**src/rtl/obb_bank.sv**
```systemverilog
// obb_bank: register bank of N_OBJ oriented-bounding-box bodies (x, y, vx, vy, theta, omega).
// A rising edge on frame_tick starts one update pass. The pass walks the bank one body at a
// time. For each active body it adds velocity to position, bounces off the walls, and
// advances the angle.
//
// Ports:
//   clk, reset             system clock; synchronous active-high reset
//   frame_tick             frame strobe; only its rising edge starts a pass
//   load_en, load_idx,
//   load_active, load_*    write one whole body while idle
//   load_ready             high when a load would be accepted (== ~busy)
//   rd_idx -> rd_x, rd_y,
//   rd_theta, rd_active    registered read port, 1-cycle latency
//   busy                   update pass in progress
//   pass_done              1-cycle pulse in the final cycle of a pass
//   frame_count            completed passes (wrapping)
//   overrun                ticks dropped while busy (saturating)
module obb_bank #(
  parameter int unsigned N_OBJ     = 4,
  parameter int unsigned WIDTH     = 24,
  parameter int unsigned FRAC_BITS = 8,
  parameter int unsigned ANG_W     = 16,
  parameter int unsigned X_MAX     = 639,
  parameter int unsigned Y_MAX     = 479,
  localparam int unsigned IDX_W    = $clog2(N_OBJ)
) (
  input  logic             clk,
  input  logic             reset,
  input  logic             frame_tick,
  input  logic             load_en,
  input  logic [IDX_W-1:0] load_idx,
  input  logic             load_active,
  input  logic [WIDTH-1:0] load_x,
  input  logic [WIDTH-1:0] load_y,
  input  logic [WIDTH-1:0] load_vx,
  input  logic [WIDTH-1:0] load_vy,
  input  logic [ANG_W-1:0] load_theta,
  input  logic [ANG_W-1:0] load_omega,
  output logic             load_ready,
  input  logic [IDX_W-1:0] rd_idx,
  output logic [WIDTH-1:0] rd_x,
  output logic [WIDTH-1:0] rd_y,
  output logic [ANG_W-1:0] rd_theta,
  output logic             rd_active,
  output logic             busy,
  output logic             pass_done,
  output logic [15:0]      frame_count,
  output logic [7:0]       overrun
);

  typedef struct packed {
    logic             active;
    logic [WIDTH-1:0] x;
    logic [WIDTH-1:0] y;
    logic [WIDTH-1:0] vx;
    logic [WIDTH-1:0] vy;
    logic [ANG_W-1:0] theta;
    logic [ANG_W-1:0] omega;
  } body_t;

  typedef enum logic [1:0] {StIdle, StFetch, StCommit, StDone} state_e;

  // Walls in fixed point, one bit wider than the data so the comparisons are signed-safe.
  localparam logic signed [WIDTH:0] XMaxFx = (WIDTH+1)'(X_MAX << FRAC_BITS);
  localparam logic signed [WIDTH:0] YMaxFx = (WIDTH+1)'(Y_MAX << FRAC_BITS);
  localparam logic [IDX_W-1:0]      LastIdx = IDX_W'(N_OBJ - 1);

  body_t            bank_q [N_OBJ];
  body_t            bank_d [N_OBJ];
  body_t            work_q, work_d;
  state_e           state_q, state_d;
  logic [IDX_W-1:0] idx_q, idx_d;
  logic             tick_q;
  logic             busy_q, busy_d;
  logic             pass_done_q, pass_done_d;
  logic [15:0]      frame_count_q, frame_count_d;
  logic [7:0]       overrun_q, overrun_d;
  body_t            rd_q, rd_d;
  logic             tick_edge;
  logic             load_idx_ok, rd_idx_ok;

  // With a power-of-two bank every index value is legal, so no range check is built.
  if ((1 << IDX_W) == N_OBJ) begin : g_idx_full
    assign load_idx_ok = 1'b1;
    assign rd_idx_ok   = 1'b1;
  end else begin : g_idx_partial
    assign load_idx_ok = (32'(load_idx) < N_OBJ);
    assign rd_idx_ok   = (32'(rd_idx) < N_OBJ);
  end

  // One frame step for one body. Inactive bodies pass through unchanged.
  function automatic body_t integrate(input body_t b);
    body_t                  r;
    logic signed [WIDTH:0]  nx;
    logic signed [WIDTH:0]  ny;
    r  = b;
    nx = $signed({b.x[WIDTH-1], b.x}) + $signed({b.vx[WIDTH-1], b.vx});
    ny = $signed({b.y[WIDTH-1], b.y}) + $signed({b.vy[WIDTH-1], b.vy});
    if (b.active) begin
      // A position exactly on a wall is in range and does not bounce.
      if (nx[WIDTH]) begin
        r.x  = '0;
        r.vx = -b.vx;
      end else if (nx > XMaxFx) begin
        r.x  = XMaxFx[WIDTH-1:0];
        r.vx = -b.vx;
      end else begin
        r.x = nx[WIDTH-1:0];
      end
      if (ny[WIDTH]) begin
        r.y  = '0;
        r.vy = -b.vy;
      end else if (ny > YMaxFx) begin
        r.y  = YMaxFx[WIDTH-1:0];
        r.vy = -b.vy;
      end else begin
        r.y = ny[WIDTH-1:0];
      end
      r.theta = b.theta + b.omega;
    end
    return r;
  endfunction

  assign tick_edge = frame_tick & ~tick_q;

  always_comb begin
    bank_d        = bank_q;
    work_d        = work_q;
    state_d       = state_q;
    idx_d         = idx_q;
    frame_count_d = frame_count_q;
    overrun_d     = overrun_q;
    rd_d          = rd_idx_ok ? bank_q[rd_idx] : '0;

    unique case (state_q)
      StIdle: begin
        if (tick_edge) begin
          state_d = StFetch;
          idx_d   = '0;
        end
      end
      StFetch: begin
        work_d  = bank_q[idx_q];
        state_d = StCommit;
      end
      StCommit: begin
        bank_d[idx_q] = integrate(work_q);
        if (idx_q == LastIdx) begin
          state_d = StDone;
        end else begin
          state_d = StFetch;
          idx_d   = idx_q + IDX_W'(1);
        end
      end
      StDone: begin
        frame_count_d = frame_count_q + 16'd1;
        state_d       = StIdle;
      end
      default: state_d = StIdle;
    endcase

    if (tick_edge && state_q != StIdle && overrun_q != 8'hFF) begin
      overrun_d = overrun_q + 8'd1;
    end

    // Loads only happen in idle. A load in the same cycle as a tick edge lands before
    // the pass fetches anything, so the new pass sees it.
    if (load_en && !busy_q && load_idx_ok) begin
      bank_d[load_idx] = '{active: load_active, x: load_x, y: load_y, vx: load_vx,
                           vy: load_vy, theta: load_theta, omega: load_omega};
    end

    busy_d      = (state_d != StIdle);
    pass_done_d = (state_d == StDone);
  end

  always_ff @(posedge clk) begin
    if (reset) begin
      bank_q        <= '{default: '0};
      work_q        <= '0;
      state_q       <= StIdle;
      idx_q         <= '0;
      tick_q        <= 1'b0;
      busy_q        <= 1'b0;
      pass_done_q   <= 1'b0;
      frame_count_q <= '0;
      overrun_q     <= '0;
      rd_q          <= '0;
    end else begin
      bank_q        <= bank_d;
      work_q        <= work_d;
      state_q       <= state_d;
      idx_q         <= idx_d;
      tick_q        <= frame_tick;
      busy_q        <= busy_d;
      pass_done_q   <= pass_done_d;
      frame_count_q <= frame_count_d;
      overrun_q     <= overrun_d;
      rd_q          <= rd_d;
    end
  end

  assign load_ready  = ~busy_q;
  assign busy        = busy_q;
  assign pass_done   = pass_done_q;
  assign frame_count = frame_count_q;
  assign overrun     = overrun_q;
  assign rd_x        = rd_q.x;
  assign rd_y        = rd_q.y;
  assign rd_theta    = rd_q.theta;
  assign rd_active   = rd_q.active;

endmodule

```
**config.mk**
```make
export PLATFORM = sky130hd
export DESIGN_NAME = obb_bank
export DESIGN_NICKNAME = d
export VERILOG_FILES = /design/src/rtl/obb_bank.sv
export SDC_FILE = /design/constraint.sdc
export NUM_CORES = 2
export LEC_CHECK = 0
export CORE_ASPECT_RATIO = 1.1
export CORE_MARGIN = 4
export CORE_UTILIZATION = 55
export DETAILED_ROUTE_END_ITERATION = 10
export GPL_TIMING_DRIVEN = 0
export PLACE_DENSITY_LB_ADDON = 0.15
export SYNTH_ARGS = -nofsm -noshare
export SYNTH_HDL_FRONTEND = slang
export SYNTH_SLANG_ARGS = --single-unit
```
**constraint.sdc**
```tcl
create_clock -name clk -period 3.7 [get_ports clk]
set_input_delay 0.555 -clock clk [delete_from_list [all_inputs] [get_ports clk]]
set_output_delay 0.555 -clock clk [all_outputs]
set_load 0.1 [all_outputs]
```
==> flow_summary.html <==
<table>
<tr><th>Metric</th><th>Value</th></tr>
<tr><th colspan="2">STA</th></tr>
<tr><td>Time the worst path needs with I/O delays and setup</td><td>4110 ps</td></tr>
<tr><td>Least-Margin Pin Slew</td><td>1610 ps</td></tr>
<tr><td>Fin. Hold Viols</td><td>0</td></tr>
<tr><td>Maximum achievable frequency</td><td>244 MHz</td></tr>
<tr><td>Setup violators final</td><td>roughly 360</td></tr>
<tr><td>Count of final max-slew check failures</td><td>11</td></tr>
<tr><td>RSZ-0062 raised after global routing</td><td>yes</td></tr>
<tr><td>Max_slew headroom</td><td>-7.57%</td></tr>
<tr><td>Post-route fraction of the period consumed by the critical path</td><td>111%</td></tr>
<tr><td>Smallest setup slack after layout</td><td>-406 ps</td></tr>
<tr><td>Post-route clock skew</td><td>28.4 ps</td></tr>
<tr><td>Post-route worst hold slack</td><td>473 ps</td></tr>
<tr><td>Setup total negative slack</td><td>-63,020 ps</td></tr>
<tr><th colspan="2">Floorplan</th></tr>
<tr><td>Effective utilization at floorplan</td><td>55.5%</td></tr>
<tr><td>Floorplan row count</td><td>~100</td></tr>
<tr><td>Die outline width</td><td>about 270 um</td></tr>
<tr><td>DIE AREA</td><td>78,300 um^2</td></tr>
<tr><td>IO Pins</td><td>approximately 230</td></tr>
<tr><td>Y dimension of the die</td><td>293 um</td></tr>
<tr><td>Standard cell core area</td><td>73,300 um^2</td></tr>
<tr><th colspan="2">CTS</th></tr>
<tr><td>Number of buffers inserted during clock tree synthesis</td><td>82</td></tr>
<tr><td>CTS H-Tree Depth</td><td>3</td></tr>
<tr><td>TritonCTS clock tree</td><td>built</td></tr>
<tr><td>Clock transition at the registers of the reported paths</td><td>about 70 ps</td></tr>
<tr><td>Clock tree root buffer cell</td><td>clkbuf_16</td></tr>
<tr><td>Clock sink total</td><td>741</td></tr>
<tr><td>Maximum clock insertion buffer count</td><td>3</td></tr>
<tr><td>Source-to-sink clock delay at the later pin of the worst-skew pair</td><td>roughly 660 ps</td></tr>
<tr><td>Quantity of hold-fixing buffers added after cts</td><td>0</td></tr>
<tr><th colspan="2">Critical path</th></tr>
<tr><td>Cells on worst reg2reg path</td><td>8</td></tr>
<tr><td>Worst-path cell with the longest stage delay</td><td>clkdlybuf4s15_1</td></tr>
<tr><td>Highest fanout seen on the critical path</td><td>19</td></tr>
<tr><td>Start point of the critical path</td><td>idx_q[1]</td></tr>
<tr><td>Startpoint of the most critical register-to-register path</td><td>idx_q[1]</td></tr>
<tr><td>Critical Path Max Stage Delay</td><td>1120 ps</td></tr>
<tr><td>Critical path class</td><td>flop to flop</td></tr>
<tr><td>Reg-to-reg slack, setup</td><td>-410 ps</td></tr>
<tr><td>Type of element launching the critical path</td><td>flop</td></tr>
<tr><td>Kind of end point of the critical path</td><td>flop</td></tr>
<tr><td>Data arrival time of the critical path</td><td>4650 ps</td></tr>
<tr><td>Worst path required time</td><td>4250 ps</td></tr>
<tr><td>Chain of cells forming the critical path</td><td>clkbuf_1 &gt; clkbuf_4 &gt; inv_1 &gt; ha_1 &gt; nand2_1 &gt; clkdlybuf4s15_1 &gt; nor3b_1 &gt; o32ai_1</td></tr>
<tr><th colspan="2">Detailed routing</th></tr>
<tr><td>Detailed-route DRC error count</td><td>0</td></tr>
<tr><td>DRT Wirelength</td><td>192,000 um</td></tr>
<tr><td>Average wire length per cell after detail routing</td><td>just over 30 um</td></tr>
<tr><td>Via count</td><td>43,506</td></tr>
<tr><td>DR vias/cell</td><td>7.03</td></tr>
<tr><td>Violation count after the first detailed-routing iteration</td><td>about 6,300</td></tr>
<tr><td>Met2 routed WL</td><td>between 70,000 and 80,000 um</td></tr>
<tr><td>Highest metal layer with signal wires</td><td>met5</td></tr>
<tr><td>Wire length on met1</td><td>between 60,000 and 70,000 um</td></tr>
<tr><td>Routed wire length on met3</td><td>around 27,000 um</td></tr>
<tr><td>Number of nets with antenna violations after routing</td><td>0</td></tr>
<tr><td>First-pass iteration count of the detailed router</td><td>7</td></tr>
<tr><th colspan="2">Layout</th></tr>
<tr><td>Sequential cell area in the final layout</td><td>14,900 um^2</td></tr>
<tr><td>Layout cell share with drive strength beyond 1</td><td>17.8%</td></tr>
<tr><td>Area of the multi-input gates</td><td>26,600 um^2</td></tr>
<tr><td>Area overhead of the layout relative to synthesis</td><td>24.9%</td></tr>
<tr><td>Final standard cell area without fillers</td><td>between 50,000 and 60,000 um^2</td></tr>
<tr><td>Filler instances</td><td>5,865</td></tr>
<tr><td>Net total in the final layout</td><td>5,365</td></tr>
<tr><td>Number of standard cells in the layout, taps in and fillers out</td><td>6,186</td></tr>
<tr><th colspan="2">Power</th></tr>
<tr><td>Peak supply drop</td><td>0.372 mV</td></tr>
<tr><td>Standby leakage power</td><td>16.9 nW</td></tr>
<tr><td>Power density over cell area</td><td>397 nW/um^2</td></tr>
<tr><td>Final total power</td><td>0.0202 W</td></tr>
<tr><th colspan="2">GRT</th></tr>
<tr><td>Global route total overflow</td><td>0</td></tr>
<tr><td>Vias in the first global route</td><td>40,827</td></tr>
<tr><td>Global-route wire length before repair</td><td>273,000 um</td></tr>
<tr><td>Largest net degree at the start of global routing</td><td>20</td></tr>
<tr><td>Overall fraction of global-route tracks in use</td><td>46.8%</td></tr>
<tr><td>Antenna violations before repair</td><td>12</td></tr>
<tr><th colspan="2">Place</th></tr>
<tr><td>Final Wtd Congestion</td><td>1.04</td></tr>
<tr><td>HPWL reported at the end of detailed placement</td><td>134,000 um</td></tr>
<tr><td>Buffers added on ports</td><td>227</td></tr>
<tr><td>Total cell area at the placement stage</td><td>44,100 um^2</td></tr>
<tr><td>Placed Cells incl. Taps</td><td>5,943</td></tr>
<tr><th colspan="2">Flow run</th></tr>
<tr><td>Number of max-cap violations</td><td>2</td></tr>
<tr><th colspan="2">Yosys</th></tr>
<tr><td>Post-synth EDFFs</td><td>0</td></tr>
<tr><td>Share of the yosys chip area belonging to registers</td><td>36.5%</td></tr>
<tr><td>Mean post-synth cell area</td><td>8.53 um^2</td></tr>
<tr><td>Syn. warnings</td><td>0</td></tr>
<tr><td>Cell Area, Synth</td><td>slightly above 40,000 um^2</td></tr>
<tr><td>Cells after synthesis</td><td>approximately 4,800</td></tr>
<tr><td>Post-synth net total</td><td>4,973</td></tr>
<tr><td>Flip-flop and latch count after synthesis</td><td>741</td></tr>
<tr><td>Yosys cell types</td><td>88</td></tr>
<tr><td>FFs w/ async S/R, synth</td><td>0%</td></tr>
<tr><td>Top flip-flop cell by instance count after synthesis</td><td>dfxtp_1</td></tr>
<tr><th colspan="2">Worst hold path</th></tr>
<tr><td>Worst hold stages</td><td>2</td></tr>
<tr><td>Min-Delay Path Class</td><td>flop to flop</td></tr>
<tr><td>Min-Delay Startpoint</td><td>work_q[31]</td></tr>
<tr><th colspan="2">Outcome</th></tr>
<tr><td>Violated checks</td><td>capacitance limit, slew limit, setup timing</td></tr>
<tr><td>Result of the run</td><td>finished, violations left</td></tr>
</table>
area by class of cell:
class,count,share of cell area (%)
inverters,36,0.266
well taps,954,2.35
diodes,11,0.0542
multi-input cells,3550,52.5
repair buffers,314,6.35
clock buffers,121,4.79
plain buffers,429,3.61
flip-flops and latches,741,29.4
clock inverters,30,0.747
cell usage after synthesis (all sizes together), types with 11 or more instances:
library cell	instances	share of area [%]
a211oi	109	2.0
a21o	66	1.2
a21oi	297	3.9
a22o	20	0.43
a311oi	87	1.9
a31o	11	0.24
a31oi	22	0.39
and2	16	0.25
and3	14	0.22
buf	64	0.71
clkbuf	371	3.4
dfxtp	741	37
ha	71	2.2
inv	35	0.32
mux2i	88	2.2
mux4	194	11
nand2	667	6.2
nand2b	159	2.4
nand3	40	0.49
nand4	16	0.25
nor2	673	6.2
nor2b	93	1.4
nor3	121	1.7
nor3b	67	1.3
nor4	15	0.26
o211ai	17	0.33
o21a	17	0.31
o21ai	210	2.6
o31ai	24	0.46
o32ai	276	5.9
or3	19	0.29
xnor2	21	0.45
xor2	35	0.75
cell families (layout without fill, tap and decap cells):
group	count (synthesis)	after routing	synth area share (%)
AO/OA/AOI/OAI	1215	1215	21.1
XOR/XNOR	56	56	1.21
adder cells (fa/ha/maj)	74	74	2.33
buffers and inverters	471	930	4.46
flip-flops	741	741	36.5
multiplexers	285	285	13.0
other	0	11	0
AND/OR/NAND/NOR	1920	1920	21.4
through the flow:
step | utilization (%) | worst slack [ps]
after floorplan | - | 40.1
after global placement | 60.2 | -1640
after detailed placement | 60.2 | -1680
after CTS | 67.3 | -260
after global routing | 69.3 | -414
final | 69.3 | -406
timing repair:
action | in CTS | in global routing
endpoints found under the hold margin | 0 | 0
buffers inserted | 58 | 31
cloned | 6 | 1
gates resized for setup | 413 | 292
endpoints found under the setup margin | 477 | 443
pin swaps | 369 | 180
routing by layer:
layer / GRT usage, % / vias up
li1: - / 18172
met2: 66.1 / 3503
met4: 35.3 / 18
met3: 16.1 / 962
met1: 58.9 / 20851
met5: 1.11 / -
registers in the layout, indices dropped and copies added (netlist names), 8 cells and up:
| register | cells |
|---|---|
| bank_q | 516 |
| frame_count | 16 |
| overrun | 8 |
| rd_theta | 16 |
| rd_x | 24 |
| rd_y | 24 |
| work_q | 129 |
worst max-delay path, delay by kind of cell, from the launching register on:
kind / cells / cell delay [ps]
buffers and inverters: 4 / 2310
AOI/OAI and AO/OA: 1 / 260
DFF: 1 / 370
adders and majority gates: 1 / 220
and+or+nand+nor: 2 / 820
final timing paths:
| check | to |
|---|---|
| worst max-delay path | bank_q[302] |
| worst min-delay path | work_q[31] |
| worst max register to register | bank_q[302] |
| worst min register to register | work_q[31] |
placed cells by master (no fill, tap or decap), drive strengths merged, types with 11 or more instances in the layout:
master           n
clkbuf         488
and2            16
o32ai          276
nor3           121
nand3           40
clkdlybuf4s50  227
a311oi          87
a211oi         109
ha              71
a31oi           22
buf            146
o21ai          210
mux4           194
nor4            15
nor3b           67
mux2i           88
clkinv          18
and3            14
nand2          667
nand4           16
diode           11
o211ai          17
o21a            17
dfxtp          741
a21o            66
inv             39
xnor2           21
a21oi          297
nor2           673
nor2b           93
nand2b         159
a31o            11
o31ai           24
or3             19
a22o            20
xor2            35
power by group:
part	switching [W]	internal (W)
clock network	0.00370	0.00506
logic	0.00185	0.00105
registers	0.000233	0.00828
(Power assumes the default switching activity.)
